File: src/rtl/tomasulo_pkg.sv
// Shared Tomasulo definitions: functional-unit class encodings, the
// func-to-class mapping and the fixed-width part of the dispatch record.
package tomasulo_pkg;

    localparam int FUNC_W = 4;
    localparam int ADDR_W = 8;

    typedef enum logic [1:0] {
        CLS_ADD = 2'd0,
        CLS_MUL = 2'd1,
        CLS_BCH = 2'd2
    } fu_class_e;

    typedef struct packed {
        logic [1:0]        cls;
        logic [FUNC_W-1:0] func;
        logic [ADDR_W-1:0] addr;
    } disp_info_t;

    // Opcode class field value 3 has no unit of its own and runs on add/logic.
    function automatic logic [1:0] func_to_class(input logic [FUNC_W-1:0] func);
        logic [1:0] cls;
        cls = func[3:2];
        if (cls == 2'd3) begin
            cls = CLS_ADD;
        end
        return cls;
    endfunction

endpackage

File: src/rtl/issue_unit_param_rename_table.sv
// Register status table: per-register busy bit and producing ROB tag,
// with two lookup ports, an issue write port, commit clear and flush.
module rename_table
    import tomasulo_pkg::*;
#(
    parameter int NUM_REGS  = 16,
    parameter int ROB_DEPTH = 8,
    localparam int RW = $clog2(NUM_REGS),
    localparam int TW = $clog2(ROB_DEPTH)
) (
    input  logic          clk1,
    input  logic          rst_n,
    input  logic [RW-1:0] rd_addr1,
    input  logic [RW-1:0] rd_addr2,
    output logic          busy1,
    output logic          busy2,
    output logic [TW-1:0] tag1,
    output logic [TW-1:0] tag2,
    input  logic          issue_we,
    input  logic [RW-1:0] issue_rd,
    input  logic [TW-1:0] issue_tag,
    input  logic          commit_we,
    input  logic [RW-1:0] commit_rd,
    input  logic [TW-1:0] commit_tag,
    input  logic          flush
);

    logic [NUM_REGS-1:0] busy_q;
    logic [NUM_REGS-1:0] busy_d;
    logic [TW-1:0]       tag_q [NUM_REGS];
    logic [TW-1:0]       tag_d [NUM_REGS];

    // Lookups see the table as it stood before this cycle's updates.
    always_comb begin
        busy1 = busy_q[rd_addr1];
        busy2 = busy_q[rd_addr2];
        tag1  = tag_q[rd_addr1];
        tag2  = tag_q[rd_addr2];
    end

    always_comb begin
        busy_d = busy_q;
        tag_d  = tag_q;
        if (flush) begin
            busy_d = '0;
        end else begin
            if (commit_we && busy_q[commit_rd] && (tag_q[commit_rd] == commit_tag)) begin
                busy_d[commit_rd] = 1'b0;
            end
            // Issue is applied last so a same-register issue beats the commit clear.
            if (issue_we) begin
                busy_d[issue_rd] = 1'b1;
                tag_d[issue_rd]  = issue_tag;
            end
        end
    end

    always_ff @(posedge clk1 or negedge rst_n) begin
        if (!rst_n) begin
            busy_q <= '0;
            for (int i = 0; i < NUM_REGS; i++) begin
                tag_q[i] <= '0;
            end
        end else begin
            busy_q <= busy_d;
            tag_q  <= tag_d;
        end
    end

endmodule

File: src/rtl/issue_unit_param.sv
// In-order issue stage: ROB allocation, per-class RS accounting, source
// renaming with CDB bypass, and a registered dispatch record.
module issue_unit_param
    import tomasulo_pkg::*;
#(
    parameter int NUM_REGS     = 16,
    parameter int ROB_DEPTH    = 8,
    parameter int RS_PER_CLASS = 3,
    parameter int NUM_CLASSES  = 3,
    localparam int RW = $clog2(NUM_REGS),
    localparam int TW = $clog2(ROB_DEPTH)
) (
    input  logic                   clk1,
    input  logic                   rst_n,
    input  logic                   in_valid,
    output logic                   in_ready,
    input  logic [RW-1:0]          in_rs1,
    input  logic [RW-1:0]          in_rs2,
    input  logic [RW-1:0]          in_rd,
    input  logic [3:0]             in_func,
    input  logic [7:0]             in_addr,
    input  logic                   cdb_valid,
    input  logic [TW-1:0]          cdb_tag,
    input  logic                   commit_valid,
    input  logic [RW-1:0]          commit_rd,
    input  logic [NUM_CLASSES-1:0] rs_free,
    input  logic                   flush,
    output logic                   disp_valid,
    output logic [1:0]             disp_class,
    output logic [3:0]             disp_func,
    output logic [RW-1:0]          disp_rd,
    output logic [7:0]             disp_addr,
    output logic [TW-1:0]          disp_rob_tag,
    output logic                   disp_src1_rdy,
    output logic                   disp_src2_rdy,
    output logic [TW-1:0]          disp_src1_tag,
    output logic [TW-1:0]          disp_src2_tag,
    output logic [TW-1:0]          rob_head,
    output logic [TW:0]            rob_count,
    output logic                   rob_full,
    output logic                   rob_empty
);

    localparam int CW = $clog2(RS_PER_CLASS + 1);

    logic [TW-1:0] head_q, head_d;
    logic [TW-1:0] tail_q, tail_d;
    logic [TW:0]   count_q, count_d;
    logic [CW-1:0] rs_cnt_q [NUM_CLASSES];
    logic [CW-1:0] rs_cnt_d [NUM_CLASSES];

    logic          disp_valid_q, disp_valid_d;
    disp_info_t    disp_info_q, disp_info_d;
    logic [RW-1:0] disp_rd_q, disp_rd_d;
    logic [TW-1:0] disp_rob_tag_q, disp_rob_tag_d;
    logic          disp_src1_rdy_q, disp_src1_rdy_d;
    logic          disp_src2_rdy_q, disp_src2_rdy_d;
    logic [TW-1:0] disp_src1_tag_q, disp_src1_tag_d;
    logic [TW-1:0] disp_src2_tag_q, disp_src2_tag_d;

    logic [1:0]    in_cls;
    logic          rs_avail;
    logic          full;
    logic          fire;
    logic          commit_ok;
    logic          src1_busy, src2_busy;
    logic [TW-1:0] src1_tag, src2_tag;

    rename_table #(
        .NUM_REGS  (NUM_REGS),
        .ROB_DEPTH (ROB_DEPTH)
    ) u_rename_table (
        .clk1       (clk1),
        .rst_n      (rst_n),
        .rd_addr1   (in_rs1),
        .rd_addr2   (in_rs2),
        .busy1      (src1_busy),
        .busy2      (src2_busy),
        .tag1       (src1_tag),
        .tag2       (src2_tag),
        .issue_we   (fire),
        .issue_rd   (in_rd),
        .issue_tag  (tail_q),
        .commit_we  (commit_ok),
        .commit_rd  (commit_rd),
        .commit_tag (head_q),
        .flush      (flush)
    );

    always_comb begin
        in_cls   = func_to_class(in_func);
        rs_avail = 1'b0;
        for (int c = 0; c < NUM_CLASSES; c++) begin
            if (in_cls == 2'(c)) begin
                rs_avail = (rs_cnt_q[c] < CW'(RS_PER_CLASS));
            end
        end
        full      = (count_q == (TW+1)'(ROB_DEPTH));
        in_ready  = !flush && !full && rs_avail;
        fire      = in_valid && in_ready;
        commit_ok = commit_valid && (count_q != '0) && !flush;
    end

    // A release and an allocation in the same class cancel out; a release
    // against an empty counter is dropped.
    always_comb begin
        head_d   = head_q;
        tail_d   = tail_q;
        count_d  = count_q;
        rs_cnt_d = rs_cnt_q;
        if (flush) begin
            head_d  = '0;
            tail_d  = '0;
            count_d = '0;
            for (int c = 0; c < NUM_CLASSES; c++) begin
                rs_cnt_d[c] = '0;
            end
        end else begin
            head_d  = head_q + TW'(commit_ok);
            tail_d  = tail_q + TW'(fire);
            count_d = count_q + (TW+1)'(fire) - (TW+1)'(commit_ok);
            for (int c = 0; c < NUM_CLASSES; c++) begin
                rs_cnt_d[c] = rs_cnt_q[c]
                            + CW'(fire && (in_cls == 2'(c)))
                            - CW'(rs_free[c] && (rs_cnt_q[c] != '0));
            end
        end
    end

    always_comb begin
        disp_valid_d    = fire;
        disp_info_d     = disp_info_q;
        disp_rd_d       = disp_rd_q;
        disp_rob_tag_d  = disp_rob_tag_q;
        disp_src1_rdy_d = disp_src1_rdy_q;
        disp_src2_rdy_d = disp_src2_rdy_q;
        disp_src1_tag_d = disp_src1_tag_q;
        disp_src2_tag_d = disp_src2_tag_q;
        if (fire) begin
            disp_info_d.cls  = in_cls;
            disp_info_d.func = in_func;
            disp_info_d.addr = in_addr;
            disp_rd_d        = in_rd;
            disp_rob_tag_d   = tail_q;
            disp_src1_rdy_d  = !src1_busy || (cdb_valid && (cdb_tag == src1_tag));
            disp_src2_rdy_d  = !src2_busy || (cdb_valid && (cdb_tag == src2_tag));
            disp_src1_tag_d  = src1_tag;
            disp_src2_tag_d  = src2_tag;
        end
    end

    always_ff @(posedge clk1 or negedge rst_n) begin
        if (!rst_n) begin
            head_q          <= '0;
            tail_q          <= '0;
            count_q         <= '0;
            for (int c = 0; c < NUM_CLASSES; c++) begin
                rs_cnt_q[c] <= '0;
            end
            disp_valid_q    <= 1'b0;
            disp_info_q     <= '0;
            disp_rd_q       <= '0;
            disp_rob_tag_q  <= '0;
            disp_src1_rdy_q <= 1'b0;
            disp_src2_rdy_q <= 1'b0;
            disp_src1_tag_q <= '0;
            disp_src2_tag_q <= '0;
        end else begin
            head_q          <= head_d;
            tail_q          <= tail_d;
            count_q         <= count_d;
            rs_cnt_q        <= rs_cnt_d;
            disp_valid_q    <= disp_valid_d;
            disp_info_q     <= disp_info_d;
            disp_rd_q       <= disp_rd_d;
            disp_rob_tag_q  <= disp_rob_tag_d;
            disp_src1_rdy_q <= disp_src1_rdy_d;
            disp_src2_rdy_q <= disp_src2_rdy_d;
            disp_src1_tag_q <= disp_src1_tag_d;
            disp_src2_tag_q <= disp_src2_tag_d;
        end
    end

    assign disp_valid    = disp_valid_q;
    assign disp_class    = disp_info_q.cls;
    assign disp_func     = disp_info_q.func;
    assign disp_addr     = disp_info_q.addr;
    assign disp_rd       = disp_rd_q;
    assign disp_rob_tag  = disp_rob_tag_q;
    assign disp_src1_rdy = disp_src1_rdy_q;
    assign disp_src2_rdy = disp_src2_rdy_q;
    assign disp_src1_tag = disp_src1_tag_q;
    assign disp_src2_tag = disp_src2_tag_q;
    assign rob_head      = head_q;
    assign rob_count     = count_q;
    assign rob_full      = full;
    assign rob_empty     = (count_q == '0);

endmodule
File: config.mk
export PLATFORM = sky130hd
export DESIGN_NAME = issue_unit_param
export DESIGN_NICKNAME = d
export VERILOG_FILES = /design/src/rtl/tomasulo_pkg.sv /design/src/rtl/issue_unit_param_rename_table.sv /design/src/rtl/issue_unit_param.sv
export SDC_FILE = /design/constraint.sdc
export NUM_CORES = 1
export LEC_CHECK = 0
export BUFFER_PORTS_ARGS = -buffer_cell sky130_fd_sc_hd__buf_2
export CORE_AREA = 2 2 76 150
export DETAILED_ROUTE_END_ITERATION = 6
export DIE_AREA = 0 0 78 152
export GPL_ROUTABILITY_DRIVEN = 1
export GPL_TIMING_DRIVEN = 0
export PLACE_DENSITY = 0.83
export SLEW_MARGIN = 20
export SYNTH_ARGS = -nofsm -noshare
export SYNTH_HDL_FRONTEND = slang
export SYNTH_SLANG_ARGS = --single-unit
export TNS_END_PERCENT = 5
File: constraint.sdc
create_clock -name clk1 -period 5.71 [get_ports clk1]
set_input_delay 0.2855 -clock clk1 [delete_from_list [all_inputs] [get_ports clk1]]
set_output_delay 0.2855 -clock clk1 [all_outputs]
set_load 0.005 [all_outputs]
Yosys cells after proc, flatten, opt, wreduce, memory -nomap -nowiden

Cells that the tools add are included.

Equal/unequal tests: 7
Reduce and logical (&&, ||, !) cells: 31
Bitwise gates (word level): 8
Order comparisons: 14
Mux-type cells: 34
Add/sub/neg operators: 10

Operator list:

| operator             | number |
|---|---|
| $mux W16             | 4 |
| $bwmux W48           | 1 |
| $bmux W3 S4          | 3 |
| $mux W3              | 9 |
| $ge A5 B5 Y1 const B | 4 |
| $lt A4 B5 Y1 const B | 4 |
| $not A4 Y5           | 4 |
| $logic_and A1 B1 Y1  | 18 |
| $and A16 B16 Y16     | 1 |
| $not A16 Y16         | 1 |
| $or A16 B16 Y16      | 1 |
| $bmux W1 S4          | 3 |
| $demux W3 S4         | 1 |
| $eq A3 B3 Y1         | 3 |
| $demux W1 S4         | 2 |
| $ge A4 B1 Y1 const B | 2 |
| $mux W1              | 8 |
| $add A2 B1 Y2        | 3 |
| $add A3 B1 Y3        | 2 |
| $lt A2 B2 Y1 const B | 3 |
| $mux W6              | 1 |
| $reduce_bool A2 Y1   | 3 |
| $sub A2 B1 Y2        | 3 |
| $lt A5 B1 Y1 const B | 1 |
| 14 further kinds     | 19 |

Register bits after elaboration: 110
Word-level logic and storage cells: 137
Output and inout bits: 40
Input bits: 40

Logic depth before layout (Yosys ltp)

Gate-level depths: netlist of the first run.

Depth after elaboration: 12
Gate-level depth with buffers: 15
Gate-level depth less buffers: 14

Modules after synthesis

A second synthesis of the first run with hierarchy kept.

Cells, all modules: 505
Area, all modules: 6612.6 µm²

By module, submodules not included:

| module           | cells each | instances | area each (µm²) |
|---|---|---|---|
| rename_table     | 339        | 1         | 4342.9 |
| issue_unit_param | 166        | 1         | 2269.7 |

Least setup slack after synthesis of the first run

OpenSTA, ideal clock, no wires.

Path type: input to register
Start: input in_func[2]
End: register count_q[2], in the netlist rob_count[2]
Setup time: 132 ps
Stages on the path: 14
Required time: 5578 ps
Data arrival time: 2650 ps
Path slack: 2928 ps
Cells stage by stage: inv_1 -> ha_1 -> a21boi_0 -> o21ai_0 -> o21ai_0 -> and2_1 -> clkinv_1 -> clkbuf_1 -> ha_1 -> inv_1 -> ha_1 -> fa_1 -> xnor2_1 -> nor2_1

Cells in the longest elaborated chain, start to end: 11
Elaborated cells on any way between the ends: 13
Those cells by class: add/sub (2); eq/ne (3); mux (5); reduce/logical (3)

Ends and longest elaborated chain:

| item                   | RTL line                | source |
|---|---|---|
| start: declaration     | issue_unit_param.sv:20  | `input logic [3:0] in_func,` |
| $eq A2 B2 Y1           | tomasulo_pkg.sv:24      | `if (cls == 2'd3) begin` |
| $mux W2 *              | tomasulo_pkg.sv:24      |  |
| $logic_not A2 Y1       | issue_unit_param.sv:94  | `if (in_cls == 2'(c)) begin` |
| $mux W1 (2 in a row)   | issue_unit_param.sv:94  |  |
| $mux W1 *              | issue_unit_param.sv:94  |  |
| $logic_and A1 B1 Y1 *  | issue_unit_param.sv:99  | `in_ready = !flush && !full && rs_avail;` |
| $logic_and A1 B1 Y1 *  | issue_unit_param.sv:100 | `fire = in_valid && in_ready;` |
| $add A4 B1 Y4 *        | issue_unit_param.sv:121 | `count_d = count_q + (TW+1)'(fire) - (TW+1)'(commit_ok);` |
| $sub A4 B1 Y4 *        | issue_unit_param.sv:121 |  |
| $mux W4 *              | issue_unit_param.sv:111 | `if (flush) begin` |
| named net count_d[2]   | issue_unit_param.sv:48  | `logic [TW:0] count_q, count_d;` |
| end signal: assignment | issue_unit_param.sv:171 | `count_q <= count_d;` |
| end: declaration       | issue_unit_param.sv:48  |  |

The timed path passes the listed nets; every way through them passes the cells marked *.
A chain may end at the register's enable or synchronous reset.

Final worst setup path of the first run

Start: register count_q[2], in the netlist rob_count[2]
End: register count_q[3], in the netlist rob_count[3]

Cells in the longest elaborated chain, start to end: 8
Elaborated cells on any way between the ends: 11
Those cells by class: add/sub (2); eq/ne (1); mux (1); reduce/logical (7)

Ends and longest elaborated chain:

| item                             | RTL line                | source |
|---|---|---|
| $eq A4 B4 Y1                     | issue_unit_param.sv:98  | `full = (count_q == (TW+1)'(ROB_DEPTH));` |
| $logic_not A1 Y1                 | issue_unit_param.sv:99  |  |
| $logic_and A1 B1 Y1 (2 in a row) | issue_unit_param.sv:99  |  |
| $logic_and A1 B1 Y1              | issue_unit_param.sv:100 |  |
| $add A4 B1 Y4                    | issue_unit_param.sv:121 |  |
| $sub A4 B1 Y4 *                  | issue_unit_param.sv:121 |  |
| $mux W4 *                        | issue_unit_param.sv:111 |  |
| named net count_d[3]             | issue_unit_param.sv:48  |  |

Marked as above.

==> results of run 1 <==
per-stage QoR:
step	util	setup slack, ns
final	0.690	2.41
after global routing	0.690	2.20
after CTS	0.689	2.39
after detailed placement	0.660	2.28
after global placement	0.656	2.25
after floorplan	-	2.93
cell usage in the layout (no fill, tap or decap), types with 4 or more instances in the layout:
cell type,n
dfrtp_1,110
nand2_1,92
buf_2,82
mux2_2,49
mux4_2,40
clkbuf_1,26
nor2b_1,25
mux2i_1,21
ha_1,18
nand3_1,15
inv_1,15
nor2_1,14
xnor2_1,11
a32oi_1,10
a31oi_1,10
clkbuf_16,9
o21ai_0,8
a2bb2oi_1,7
mux4_1,6
xor2_1,6
a21oi_1,6
and3_1,5
nor3b_1,4
nand2b_1,4
nor4_2,4
layout make-up:
type / instances / area, sq um
Inverter: 16 / 60.1
Clock inverter: 6 / 66.3
Fill cell: 831 / 3350
Multi-Input combinational cell: 397 / 3580
Timing Repair Buffer: 75 / 409
Clock buffer: 10 / 239
Tap cell: 140 / 175
Sequential cell: 110 / 2750
Buffer: 40 / 170
critical path: stages, from the launching register on:
cell      delay, ns
dfrtp_1        0.37
inv_1          0.11
ha_1           0.15
nor3b_1        0.43
nor3b_1        0.11
and2_1         0.23
clkinv_1       0.17
clkbuf_1       0.48
ha_1           0.25
inv_1          0.07
ha_1           0.28
a21o_1         0.16
a21oi_1        0.17
xnor2_1        0.14
nor2_1         0.06
power groups by stage:
stage / combinational [mW] / sequential, mW / clock, mW
6_report: 0.532 / 0.962 / 0.628
2_1_floorplan: 0.312 / 0.970 / 0
3_3_place_gp: 0.497 / 0.967 / 0
5_1_grt: 0.591 / 0.974 / 0.674
3_5_place_dp: 0.529 / 0.975 / 0
4_1_cts: 0.533 / 0.960 / 0.635
metal layers:
metal | GRT usage | part of all wire | vias up
li1 | - | - | 2247
met1 | 0.370 | 0.33 | 2673
met2 | 0.588 | 0.53 | 298
met3 | 0.0529 | 0.060 | 97
met4 | 0.276 | 0.085 | 0
met5 | 0 | 0 | -
worst paths after layout:
path                                             end  slack [ns]
hold reg to reg                         disp_addr[7]        0.47
setup / recovery                        rob_count[3]        2.41
min in group asynchronous                rs_cnt_q[1]        0.36
setup reg to reg                        rob_count[3]        2.41
hold / removal                          disp_addr[7]        0.11
max in group asynchronous  u_rename_table.busy_q[13]        4.63
state kept, by name (all words and copies together), names as in the netlist:
| name | cells |
|---|---|
| disp_addr | 8 |
| disp_src2_tag | 3 |
| rob_count | 4 |
| tail_q | 3 |
| disp_rd | 4 |
| disp_valid | 1 |
| u_rename_table.busy_q | 16 |
| disp_src2_rdy | 1 |
| rob_head | 3 |
| rs_cnt_q | 6 |
| disp_src1_tag | 3 |
| u_rename_table.tag_q | 48 |
| disp_rob_tag | 3 |
| disp_src1_rdy | 1 |
| disp_class | 2 |
| disp_func | 4 |
kinds of logic after synthesis:
kind of cell | Yosys count | synth area share
and+or+nand+nor | 182 | 0.136
xor gates and xnor gates | 17 | 0.0227
adders and majority gates | 19 | 0.0374
buffers and inverters | 56 | 0.0351
DFF | 110 | 0.420
AOI/OAI and AO/OA | 63 | 0.0706
muxes | 116 | 0.278
==> metrics, run 1 <==
Seq cells post-synth 110; Post-synth EDFFs 0; normalized max-slew margin 0.354; WHS approximately 0.11 ns; Detailed Place HPWL around 15 mm; Cell Area, Placed slightly above 7000 sq um; Hold Buf Count CTS 1; Final Skew between 0.01 and 0.015 ns; global-route wire length before repair 30.3 mm; WP data arrival 3.53 ns; Area contributors post-synth dfrtp_1 42%, mux4_2 14%, mux2_2 8.4%; crit path launch type register; First-pass DRT Iterations 5; GR Overflow Total 0; Netlist Area Pre-Place ~6600 sq um; row count 54; drt total wl slightly below 20 mm; Setup Total Neg Slack 0 ns; Clock power frac 0.296; PortBufs 72; initial drt markers between 500 and 600; initial antenna violation count 0; most instantiated cells after synthesis 110 x dfrtp_1, 92 x nand2_1, 49 x mux2_2; Max Cap Violations 0; Clock transition at path regs roughly 0.080 ns; yosys warns 0; Switching Fraction 0.317; Logic pwr share 0.251; nets approximately 710; Final Hold Viols 0; post-CTS setup buffers 0; Int Pwr roughly 1.4 mW; syn_area_per_cell between 10 and 15 sq um; most common cell in the netlist dfrtp_1; f_max between 300 and 400 MHz; Hold WC Path Type in2reg; Synth top area share 0.420; share of async-settable or async-resettable flops after synthesis 1.00; # H-tree levels 3; P_sw between 0.6 and 0.7 mW; Synth area leader dfrtp_1; hold depth 3; via/cell ratio 6.69; GRT Util Overall 0.345; Tcrit/Tclk final 0.578; Finish-stage setup viols 0; Critical Path Fanout Max 10; Routed WL per cell about 25 um; die area 11900 sq um; Final Non-Filler Cells between 700 and 800; Peak VDD IR approximately 0.18 mV; Lkg Pwr around 3.6 nW; diode count 0; vias in the first global route 5497; Tmin final about 3.3 ns; status completed; dpl cells roughly 780; clk buf depth 2; Resized Gates After CTS 0; Clock Sinks 110; IO Count 80; Pwr Density approximately 280 nW/um^2; synthesis-to-layout area growth 13.7%; Worst R2R Start rob_count[2]; GPL Wtd Cong 0.979; Mapped Cells 563; Worst R2R Path Depth 14; later-pin clock latency in the skew report about 0.36 ns; Post-synth top flop dfrtp_1; Final ANT Viol Nets 0; TritonCTS clock tree built; vias 5315; WS Path Type reg2reg; DRC viols 0; root buffer cell clkbuf_16; Sequential Power Share 0.454; proportion of layout cells with a drive suffix above 1 0.301; Initial Util 0.606; largest net degree at the start of global routing 84; power consumption ~2.1 mW; final instance area roughly 7500 sq um; post-synthesis net count just over 600; total CTS buffers 9; final count of pins violating max slew 0; core area about 11000 sq um; Req. time, crit path about 6 ns; Seq/Total Area, Yosys 0.420; CP Capture Type register; Cell variety after synth 49; pin slew with the least headroom to its limit 0.962 ns; Hold Startpoint in_addr[7]; DIE HEIGHT around 150 um; RSZ-0062 raised after global routing false; Die X about 78 um; Worst Setup SP rob_count[2]
Note: power is estimated with default switching activity, not from simulation.
==> run 2, diff against run 1 <==
ABC_AREA = 1   (was unset)
CORE_AREA = 2 2 80 159   (was 2 2 76 150)
DIE_AREA = 0 0 82 161   (was 0 0 78 152)
PLACE_DENSITY = 0.79   (was 0.83)
clock period = 3.36 ns   (was 5.71 ns; I/O delays follow)
==> run 2 against run 1 <==
Against the previous run:
- the run now ends with hold timing left
- hold slack got worse by 0.12 ns
- routed wire length rose by 16%
- clock power rose by 70%
- synthesized cell count rose by 77%
- flip-flop and latch count did not move
- combinational power rose by 110%
- sequential power rose by 76%
- register-to-register slack got worse by 2.1 ns
- critical path type unchanged
- highest routed layer unchanged
==> metrics, run 2 <==
status complete, but fails checks (was completed); failing checks hold timing; RSZ-0062 raised after global routing false (unchanged); Req. time, crit path 3.59 ns (was 5.94 ns); WHS -0.000542 ns (was 0.115 ns); power consumption 3.87 mW (was 2.12 mW); PortBufs 70 (was 72); crit path launch type register (unchanged); core area 12000 sq um (was 10800 sq um); Logic pwr share 0.287 (was 0.251); Top reg by flops u_rename_table.tag_q (unchanged); Pwr Density 493 nW/um^2 (was 285 nW/um^2); root buffer cell clkbuf_16 (unchanged); Routed WL per cell 18.3 um (was 24.5 um); global-route wire length before repair 35.3 mm (was 30.3 mm); Lkg Pwr 4.03 nW (was 3.62 nW); Seq cells post-synth 110 (unchanged); Hold Startpoint in_addr[2] (was in_addr[7]); die area 13200 sq um (was 11900 sq um); Area contributors post-synth dfrtp_1 40%, nand2_1 20%, o21ai_0 6.3% (was dfrtp_1 42%, mux4_2 14%, mux2_2 8.4%); final instance area 7840 sq um (was 7460 sq um); Clock power frac 0.277 (was 0.296); most common cell in the netlist nand2_1 (was dfrtp_1); post-CTS setup buffers 0 (unchanged); Switching Fraction 0.349 (was 0.317); Tmin final 3.10 ns (was 3.30 ns); Final ANT Viol Nets 0 (unchanged); WP data arrival 3.33 ns (was 3.53 ns); Die X 82 um (was 78 um); clk buf depth 2 (unchanged); IO Count 80 (unchanged); Int Pwr 2.52 mW (was 1.45 mW); proportion of layout cells with a drive suffix above 1 0.131 (was 0.301); initial antenna violation count 0 (unchanged); area of the multi-input gates 3570 sq um (was 3580 sq um); synthesis-to-layout area growth 12.7% (was 13.7%); total CTS buffers 9 (unchanged); largest net degree at the start of global routing 74 (was 84); later-pin clock latency in the skew report 0.36 ns (about the same); Mapped Cells 998 (was 563); Worst R2R Path Depth 14 (unchanged); Critical Path Fanout Max 10 (unchanged); pin slew with the least headroom to its limit 0.874 ns (was 0.962 ns); Worst R2R Start rob_count[2] (unchanged); GR Overflow Total 0 (unchanged); DIE HEIGHT 161 um (was 152 um); # H-tree levels 3 (unchanged); First-pass DRT Iterations 5 (unchanged); FF-to-FF setup slack 0.26 ns (was 2.41 ns); P_sw 1.35 mW (was 0.673 mW); max reg flops 48 (unchanged); Clock transition at path regs 0.09 ns (was 0.08 ns); share of async-settable or async-resettable flops after synthesis 1.00 (unchanged); hold depth 3 (unchanged); Cell variety after synth 33 (was 49); commonest non-fill, non-tap cell in the layout nand2_1 (was dfrtp_1); Setup Total Neg Slack 0 ns (unchanged); Finish-stage setup viols 0 (unchanged); Post-Place Setup Slack 0.155 ns (was 2.28 ns); most instantiated cells after synthesis 362 x nand2_1, 110 x dfrtp_1, 94 x inv_1 (was 110 x dfrtp_1, 92 x nand2_1, 49 x mux2_2); Sequential Power Share 0.436 (was 0.454); WS Path Type reg2reg (unchanged); commonest non-fill, non-tap cells in the layout 362 x nand2_1, 110 x dfrtp_1, 94 x inv_1, 87 x o21ai_0, 83 x nand3_1 (was 110 x dfrtp_1, 92 x nand2_1, 82 x buf_2, 49 x mux2_2, 40 x mux4_2); syn_area_per_cell 6.97 sq um (was 11.6 sq um); Reg-to-Reg End rob_count[2] (was rob_count[3]); Hold Crit Endpoint disp_addr[2] (was disp_addr[7]); via/cell ratio 5.74 (was 6.69); GRT Util Overall 0.357 (was 0.345); Seq/Total Area, Yosys 0.396 (was 0.420); vias in the first global route 6724 (was 5497); DRC viols 0 (unchanged); Tcrit/Tclk final 0.921 (was 0.578); Peak VDD IR 0.464 mV (was 0.178 mV); f_max 323 MHz (was 303 MHz); Post-synth top flop dfrtp_1 (unchanged); Detailed Place HPWL 17.4 mm (was 14.6 mm); GPL Wtd Cong 1.02 (was 0.979); Final Hold Viols 1 (was 0); final count of pins violating max slew 0 (unchanged); drt total wl 22.6 mm (was 19.5 mm); register area 2750 sq um (unchanged); Synth area leader dfrtp_1 (unchanged); Clock Sinks 110 (unchanged); Initial Util 0.581 (was 0.606); Post-synth EDFFs 0 (unchanged); TritonCTS clock tree built (unchanged); fin worst setup slack 0.264 ns (was 2.41 ns); fillers 1080 (was 831); normalized max-slew margin 0.413 (was 0.354); CP Capture Type register (unchanged); initial drt markers 789 (was 517); nets 1141 (was 708); diode count 0 (unchanged); yosys warns 0 (unchanged); row count 57 (was 54); Synth top area share 0.396 (was 0.420); Max Cap Violations 0 (unchanged); vias 7077 (was 5315); Netlist Area Pre-Place 6960 sq um (was 6560 sq um); Cell Area, Placed 7520 sq um (was 7140 sq um); post-synthesis net count 1057 (was 622); Final Skew 0.0161 ns (was 0.0131 ns); Hold WC Path Type in2reg (unchanged)
## run 2: routing by layer
layer | GRT usage | share of wire | up-vias
li1 | - | - | 3364
met1 | 0.452 | 0.38 | 3292
met2 | 0.570 | 0.49 | 339
met3 | 0.0587 | 0.070 | 82
met4 | 0.193 | 0.062 | 0
met5 | 0 | 0 | -
## run 2: worst max-delay path: stages (launching register included)
cell and delay, ns:
dfrtp_1 0.35, inv_1 0.08, ha_1 0.20, nor3b_2 0.17
nor3b_1 0.24, o21a_1 0.19, nand2_1 0.15, buf_2 0.24
buf_2 0.21, ha_1 0.29, inv_1 0.04, ha_1 0.20
fa_1 0.38, xnor2_1 0.17, nor2_1 0.05
## run 2: power by group through the flow
stage | Sequential (mW) | Clock [mW] | Combinational [mW]
floorplan | 1.70 | 0 | 0.665
global placement | 1.70 | 0 | 1.06
detailed placement | 1.71 | 0 | 1.11
CTS | 1.68 | 1.07 | 1.12
global route | 1.71 | 1.13 | 1.27
finish | 1.69 | 1.07 | 1.11
## run 2: through the flow
step,utilization,cells
after floorplan,-,998
after detailed placement,0.628,1216
final,0.654,1234
after global placement,0.625,1215
after global routing,0.654,1234
after CTS,0.654,1234
## run 2: cell families after synthesis
logic type,after synthesis,synth area share
and+or+nand+nor,559,0.340
AOI/OAI and AO/OA,153,0.124
buffers and inverters,147,0.0919
DFF,110,0.396
adders and majority gates,19,0.0353
xor gates and xnor gates,10,0.0126
## run 2: what timing repair did
action / in CTS / in global routing
resized for setup: 0 / 1
setup endpoints to repair: 0 / 3
hold buffers: 2 / 0
hold endpoints to repair: 38 / 0
## run 2: how the worst max path moves through the flow
stage / from / endpoint / slack (ns) / cells past startpoint
2_1_floorplan: rob_count[2] / rob_count[2] / 0.64 / 14
3_3_place_gp: rob_count[2] / rob_count[2] / 0.32 / 14
3_5_place_dp: rob_count[2] / rob_count[3] / 0.16 / 15
4_1_cts: rob_count[2] / rob_count[3] / 0.12 / 15
5_1_grt: rob_count[2] / rob_count[3] / 0.05 / 15
6_report: rob_count[2] / rob_count[2] / 0.26 / 14
## run 2: layout make-up
type,instances,share of cell area
flip-flops and latches,110,0.351
well taps,147,0.0235
repair buffers,73,0.0515
plain buffers,48,0.0338
inverters,99,0.0477
multi-input cells,741,0.455
clock inverters,6,0.00798
clock buffers,10,0.0292
